**config.mk**
```make
export PLATFORM = sky130hd
export DESIGN_NAME = event_trace_capture_flat
export DESIGN_NICKNAME = d
export VERILOG_FILES = /design/src/rtl/trace_pkg.sv /design/src/rtl/event_trace_capture_if.sv /design/src/rtl/trace_fifo.sv /design/src/rtl/event_trace_capture.sv /design/src/flat_wrapper.sv
export SDC_FILE = /design/constraint.sdc
export NUM_CORES = 1
export LEC_CHECK = 0
export ABC_AREA = 0
export CAP_MARGIN = 20
export CORE_UTILIZATION = 40
export CTS_CLUSTER_SIZE = 30
export DETAILED_ROUTE_END_ITERATION = 12
export HOLD_SLACK_MARGIN = 0.15
export PLACE_DENSITY = 0.63
export SLEW_MARGIN = 10
export SYNTH_ARGS = -nofsm -noshare
export SYNTH_HDL_FRONTEND = slang
export SYNTH_SLANG_ARGS = --single-unit
```
**constraint.sdc**
```tcl
create_clock -name clk -period 4.3 [get_ports clk]
set_clock_uncertainty 0.15 [all_clocks]
set_input_delay 0.86 -clock clk [delete_from_list [all_inputs] [get_ports clk]]
set_output_delay 0.86 -clock clk [all_outputs]
set_load 0.005 [all_outputs]
```
**src/rtl/trace_pkg.sv**
```systemverilog
// Shared defaults and record-layout helpers for the event trace capture block.
package trace_pkg;

  localparam int W_DEF     = 6;
  localparam int TSW_DEF   = 16;
  localparam int DEPTH_DEF = 8;
  localparam int DCW_DEF   = 8;

  // Record layout, MSB first: {ovf, ts, val}
  function automatic int rec_width(input int w, input int tsw);
    return 1 + tsw + w;
  endfunction

  localparam int REC_W = rec_width(W_DEF, TSW_DEF);

endpackage

```
**src/rtl/event_trace_capture_if.sv**
```systemverilog
// Record stream from the trace capture block to its reader, plus status.
interface event_trace_capture_if
  import trace_pkg::*;
#(
  parameter int W     = W_DEF,
  parameter int TSW   = TSW_DEF,
  parameter int DEPTH = DEPTH_DEF,
  parameter int DCW   = DCW_DEF
);
  localparam int LW = $clog2(DEPTH) + 1;

  logic           rec_valid;
  logic           rec_ready;
  logic [TSW-1:0] rec_ts;
  logic [W-1:0]   rec_val;
  logic           rec_ovf;
  logic [LW-1:0]  level;
  logic [DCW-1:0] drop_cnt;

  modport master (
    output rec_valid, rec_ts, rec_val, rec_ovf, level, drop_cnt,
    input  rec_ready
  );

  modport slave (
    input  rec_valid, rec_ts, rec_val, rec_ovf, level, drop_cnt,
    output rec_ready
  );

endinterface

```
**src/rtl/trace_fifo.sv**
```systemverilog
// First-word-fall-through synchronous FIFO; a write while full is taken only
// when a read happens in the same cycle.
module trace_fifo
  import trace_pkg::*;
#(
  parameter int WIDTH = REC_W,
  parameter int DEPTH = DEPTH_DEF
) (
  input  logic                     clk,
  input  logic                     rst,
  input  logic                     wr_en,
  input  logic [WIDTH-1:0]         wr_data,
  input  logic                     rd_en,
  output logic [WIDTH-1:0]         rd_data,
  output logic                     full,
  output logic                     empty,
  output logic [$clog2(DEPTH):0]   level
);
  localparam int AW = $clog2(DEPTH);
  localparam int LW = AW + 1;

  logic [WIDTH-1:0] mem [DEPTH];
  logic [AW-1:0]    wr_ptr_reg;
  logic [AW-1:0]    rd_ptr_reg;
  logic [LW-1:0]    count_reg;
  logic             wr_ok;
  logic             rd_ok;

  assign empty   = (count_reg == '0);
  assign full    = (count_reg == LW'(DEPTH));
  assign rd_ok   = rd_en && !empty;
  assign wr_ok   = wr_en && (!full || rd_ok);
  assign rd_data = mem[rd_ptr_reg];
  assign level   = count_reg;

  always_ff @(posedge clk) begin
    if (wr_ok) begin
      mem[wr_ptr_reg] <= wr_data;
    end
  end

  always_ff @(posedge clk) begin
    if (rst) begin
      wr_ptr_reg <= '0;
      rd_ptr_reg <= '0;
      count_reg  <= '0;
    end else begin
      if (wr_ok) begin
        wr_ptr_reg <= wr_ptr_reg + 1'b1;
      end
      if (rd_ok) begin
        rd_ptr_reg <= rd_ptr_reg + 1'b1;
      end
      if (wr_ok && !rd_ok) begin
        count_reg <= count_reg + 1'b1;
      end else if (rd_ok && !wr_ok) begin
        count_reg <= count_reg - 1'b1;
      end
    end
  end

endmodule

```
**src/rtl/event_trace_capture.sv**
```systemverilog
// Value-change monitor: records {ts, value} of a watched vector on every change
// and buffers the records for a valid/ready reader.
module event_trace_capture
  import trace_pkg::*;
#(
  parameter int W     = W_DEF,
  parameter int TSW   = TSW_DEF,
  parameter int DEPTH = DEPTH_DEF,
  parameter int DCW   = DCW_DEF
) (
  input  logic                 clk,
  input  logic                 rst,
  input  logic                 enable,
  input  logic [W-1:0]         sig_in,
  event_trace_capture_if.master rec
);
  localparam int RW = rec_width(W, TSW);
  localparam int LW = $clog2(DEPTH) + 1;

  logic [TSW-1:0] ts_reg;
  logic [W-1:0]   prev_reg;
  logic           init_pending_reg;
  logic           en_d_reg;
  logic           ovf_pending_reg;
  logic [DCW-1:0] drop_cnt_reg;

  logic           init_now;
  logic           event_now;
  logic           rd_en;
  logic           wr_en;
  logic           drop;
  logic           fifo_full;
  logic           fifo_empty;
  logic [RW-1:0]  wr_data;
  logic [RW-1:0]  rd_data;
  logic [LW-1:0]  fifo_level;

  // A rising edge of enable starts a new session with its own initial record.
  assign init_now  = init_pending_reg || (enable && !en_d_reg);
  assign event_now = enable && (init_now || (sig_in != prev_reg));
  assign rd_en     = !fifo_empty && rec.rec_ready;
  assign wr_en     = event_now && (!fifo_full || rd_en);
  assign drop      = event_now && fifo_full && !rd_en;
  assign wr_data   = {ovf_pending_reg, ts_reg, sig_in};

  trace_fifo #(
    .WIDTH (RW),
    .DEPTH (DEPTH)
  ) u_fifo (
    .clk     (clk),
    .rst     (rst),
    .wr_en   (wr_en),
    .wr_data (wr_data),
    .rd_en   (rd_en),
    .rd_data (rd_data),
    .full    (fifo_full),
    .empty   (fifo_empty),
    .level   (fifo_level)
  );

  always_ff @(posedge clk) begin
    if (rst) begin
      ts_reg           <= '0;
      prev_reg         <= '0;
      init_pending_reg <= 1'b1;
      en_d_reg         <= 1'b0;
      ovf_pending_reg  <= 1'b0;
      drop_cnt_reg     <= '0;
    end else begin
      prev_reg <= sig_in;
      en_d_reg <= enable;
      if (enable) begin
        ts_reg           <= ts_reg + 1'b1;
        init_pending_reg <= 1'b0;
      end
      if (drop) begin
        ovf_pending_reg <= 1'b1;
        if (drop_cnt_reg != '1) begin
          drop_cnt_reg <= drop_cnt_reg + 1'b1;
        end
      end else if (wr_en) begin
        ovf_pending_reg <= 1'b0;
      end
    end
  end

  // Head fields read as zero whenever no record is presented.
  assign rec.rec_valid = !fifo_empty;
  assign rec.rec_ovf   = !fifo_empty && rd_data[RW-1];
  assign rec.rec_ts    = fifo_empty ? '0 : rd_data[W +: TSW];
  assign rec.rec_val   = fifo_empty ? '0 : rd_data[W-1:0];
  assign rec.level     = fifo_level;
  assign rec.drop_cnt  = drop_cnt_reg;

endmodule
```
**src/flat_wrapper.sv**
```systemverilog
// flat-port wrapper written by rule: the top's interface ports become plain ports
module event_trace_capture_flat import trace_pkg::*;
#(
  parameter int W     = W_DEF,
  parameter int TSW   = TSW_DEF,
  parameter int DEPTH = DEPTH_DEF,
  parameter int DCW   = DCW_DEF
)
  (clk, rst, enable, sig_in, rec_rec_valid, rec_rec_ts, rec_rec_val, rec_rec_ovf, rec_level, rec_drop_cnt, rec_rec_ready);
  event_trace_capture_if #(.W(W), .TSW(TSW), .DEPTH(DEPTH), .DCW(DCW)) rec_i ();
  input  logic clk;
  input  logic rst;
  input  logic enable;
  input  logic [W-1:0] sig_in;
  output wire logic [$bits(rec_i.rec_valid)-1:0] rec_rec_valid;
  output wire logic [$bits(rec_i.rec_ts)-1:0] rec_rec_ts;
  output wire logic [$bits(rec_i.rec_val)-1:0] rec_rec_val;
  output wire logic [$bits(rec_i.rec_ovf)-1:0] rec_rec_ovf;
  output wire logic [$bits(rec_i.level)-1:0] rec_level;
  output wire logic [$bits(rec_i.drop_cnt)-1:0] rec_drop_cnt;
  input wire logic [$bits(rec_i.rec_ready)-1:0] rec_rec_ready;
  assign rec_rec_valid = rec_i.rec_valid;
  assign rec_rec_ts = rec_i.rec_ts;
  assign rec_rec_val = rec_i.rec_val;
  assign rec_rec_ovf = rec_i.rec_ovf;
  assign rec_level = rec_i.level;
  assign rec_drop_cnt = rec_i.drop_cnt;
  assign rec_i.rec_ready = rec_rec_ready;
  event_trace_capture #(.W(W), .TSW(TSW), .DEPTH(DEPTH), .DCW(DCW)) u_core (.clk(clk), .rst(rst), .enable(enable), .sig_in(sig_in), .rec(rec_i));
endmodule
```
==> summary.txt <==
Synth
  – Synth Instances: roughly 520
  – Ys flop type: edfxtp_1
  – Fraction of registers with async set/reset: 0%
  – Mapped Area: 9050 um^2
  – Mapped Avg Cell Area: between 15 and 20 um^2
  – Count of unique library cells instantiated by Yosys: 41
  – Seq cells post-synth: 230
  – Syn Nets: 542
  – Syn. warnings: 0
  – Sequential area share after synthesis: approximately 71%
  – EDFF count, synth: 184

Layout
  – Number of flip-flops in the largest register: about 180
  – Fill count: 1798
  – Layout cells sized above 1: 20.5%
  – Register area: 6450 um^2
  – Nets: 613
  – Design area: roughly 11000 um^2
  – Multi-input logic area: 2550 um^2
  – # diodes: 0
  – Commonest non-fill, non-tap cell in the layout: edfxtp_1
  – Area growth, synth to finish: 19.1%
  – Non-Filler Instances: between 800 and 900
  – Commonest non-fill, non-tap cells in the layout: edfxtp_1 (184), nor2_1 (53), mux4_2 (46)

Timing
  – Relative slew slack: between 30 and 40%
  – Least-Margin Pin Slew: 0.939 ns
  – Hold_ws: 0.307 ns
  – Clock period minus worst slack: 3.70 ns
  – Fmax: between 0.2 and 0.3 GHz
  – Final setup margin: 0.599 ns
  – Final period util: 86.1%
  – Max-slew violation count: 0
  – Endpoints failing setup: 0
  – RSZ-0062 raised after global routing: no
  – Final hold vios: 0

Clocking
  – Hold-fix buffers, CTS: 0
  – Post-CTS Resized: 0
  – Setup bufs post-CTS: 0
  – CTS tree: built
  – Worst-case clock buffer depth: 3
  – Clk_lat worst skew: slightly below 0.5 ns
  – H-tree depth: 1
  – Clock Sinks: 230
  – Clk slew on worst S/H paths: 0.06 ns
  – CTS buffer count: 23
  – Root buf cell: clkbuf_16

Critical path
  – Crit path required time: approximately 3.3 ns
  – Top delay family on crit path: flip-flops
  – Startpoint types: flip-flop
  – Slowest CP cell: dfxtp_2
  – CP max FO: 28
  – Worst path cell trace: buf_4 -> mux4_2 -> mux2i_1 -> nor2_1 -> clkdlybuf4s50_1
  – Buf/Inv on CP: 2
  – Crit end category: output pin
  – Critical path class: flip-flop to output pin
  – WP data arrival: 2.69 ns
  – Max incr delay on CP: 0.84 ns

Status
  – Status: complete, but fails checks
  – Failing checks: design-rule violations

Power and ir drop
  – Sw Share: 24.7%
  – Internal: 4.50 mW
  – P_sw: 1.47 mW
  – Part of the power in the clock network: 33.7%
  – P_leak: 3.45 nW
  – Part of the power in registers: 43.8%
  – Combinational share of power: 22.5%
  – Power Total: 5.98 mW
  – Max rail drop VDD: between 0.3 and 0.4 mV
  – Pwr Density: approximately 550 nW/um^2

GRT
  – First-pass GRT wire length: 28600 um
  – GRT Util Overall: about 16%
  – Largest net degree at the start of global routing: 51
  – Initial antenna violation count: 0
  – Vias in the first global route: around 5100
  – Grt total ovfl: 0

Floorplan
  – Die Y: 152 um
  – Die area: around 23000 um^2
  – Die Span X: around 150 um
  – Starting Density: 41.1%
  – Core ar.: 22000 um^2
  – IO Pins: 46
  – Row Count: 54

Detailed routing
  – Vias per inst: 5.35
  – WL final: 17900 um
  – Drt drc: 2
  – WL per Instance: approximately 20 um
  – TritonRoute pass-1 iters: 8
  – Final ANT Viol Nets: 0
  – 1st-iter DRT viols: approximately 300
  – Routed vias: 4765

Placement
  – I/O Buffers: 45
  – Placed instance count: between 800 and 900
  – HPWL Detailed: 10300 um
  – Dpl ws: 0.108 ns
  – Placer Congestion: 0.780
  – Placed Instance Area: between 10000 and 15000 um^2

Hold path
  – HP Class: flip-flop to flip-flop

Job
  – MaxCap Viol Count: 0
==> path summary, 6_finish.rpt <==
check / startpoint / to / slack [ns] / cells after the start
max: flip-flop / rec_rec_ts[12] / 0.60 / 5
min reg2reg: u_core.init_pending_reg / u_core.init_pending_reg / 0.31 / 1
max reg2reg: u_core.u_fifo.level[0] / u_core.u_fifo.level[3] / 1.15 / 12
min: u_core.init_pending_reg / u_core.init_pending_reg / 0.31 / 1
==> cells by family after synthesis <==
kind of cell	synth area share, %
multiplexers	14.7
AO/OA/AOI/OAI	1.76
buffers and inverters	1.30
adder cells (fa/ha/maj)	1.19
XOR/XNOR	2.42
AND/OR/NAND/NOR	7.40
flip-flops	71.2
==> worst register-to-register path, delay by kind of cell (launching register included) <==
family / cells / cell delay [ns]
compound gates: 3 / 0.57
xor+xnor: 1 / 0.11
fa+ha+maj: 2 / 0.50
buf+inv: 3 / 0.60
flops: 1 / 0.41
simple gates: 3 / 0.73
==> routing by layer <==
metal  part of all wire [%]  GRT usage (%)  wire (um)  up-vias
li1                       -              -          -     2178
met1                     42           20.3       7560     2439
met2                     51           28.5       9190      118
met3                    4.8           2.50        860       30
met4                    1.6           4.13        293        0
met5                      0              0          0        -
==> area by class of cell <==
cell class	instances	share of cell area, %
Sequential cell	230	59.9
Multi-Input combinational cell	265	23.6
Timing Repair Buffer	69	5.92
Clock buffer	27	5.57
Tap cell	280	3.25
Clock inverter	13	1.56
Inverter	6	0.209
==> power groups by stage <==
stage | registers, mW | clock network (mW) | logic (mW)
global placement | 2.66 | 0 | 1.36
global route | 2.63 | 2.15 | 1.48
finish | 2.62 | 2.02 | 1.34
detailed placement | 2.67 | 0 | 1.37
CTS | 2.62 | 2.06 | 1.38
floorplan | 2.60 | 0 | 0.856
==> metrics by stage <==
step / util, % / setup TNS (ns)
detailed placement: 45.4 / 0
global route: 48.9 / 0
CTS: 48.9 / 0
finish: 48.9 / 0
floorplan: - / -8.09
global placement: 45.4 / 0
==> Yosys cell counts, drive strengths merged, types with 7 or more instances <==
master	number	area, um^2
nor2	53	199
nor3	8	51.3
mux4	46	1040
nor2b	9	56.3
nand2	13	48.8
clkbuf	13	50.0
o21ai	8	40.0
edfxtp	184	5530
mux2i	26	260
a21oi	11	55.1
nand3	12	65.1
xor2	19	166
nand4	8	50.1
ha	7	87.6
buf	10	45.0
dfxtp	46	921
Note: power is estimated with default switching activity, not from simulation.
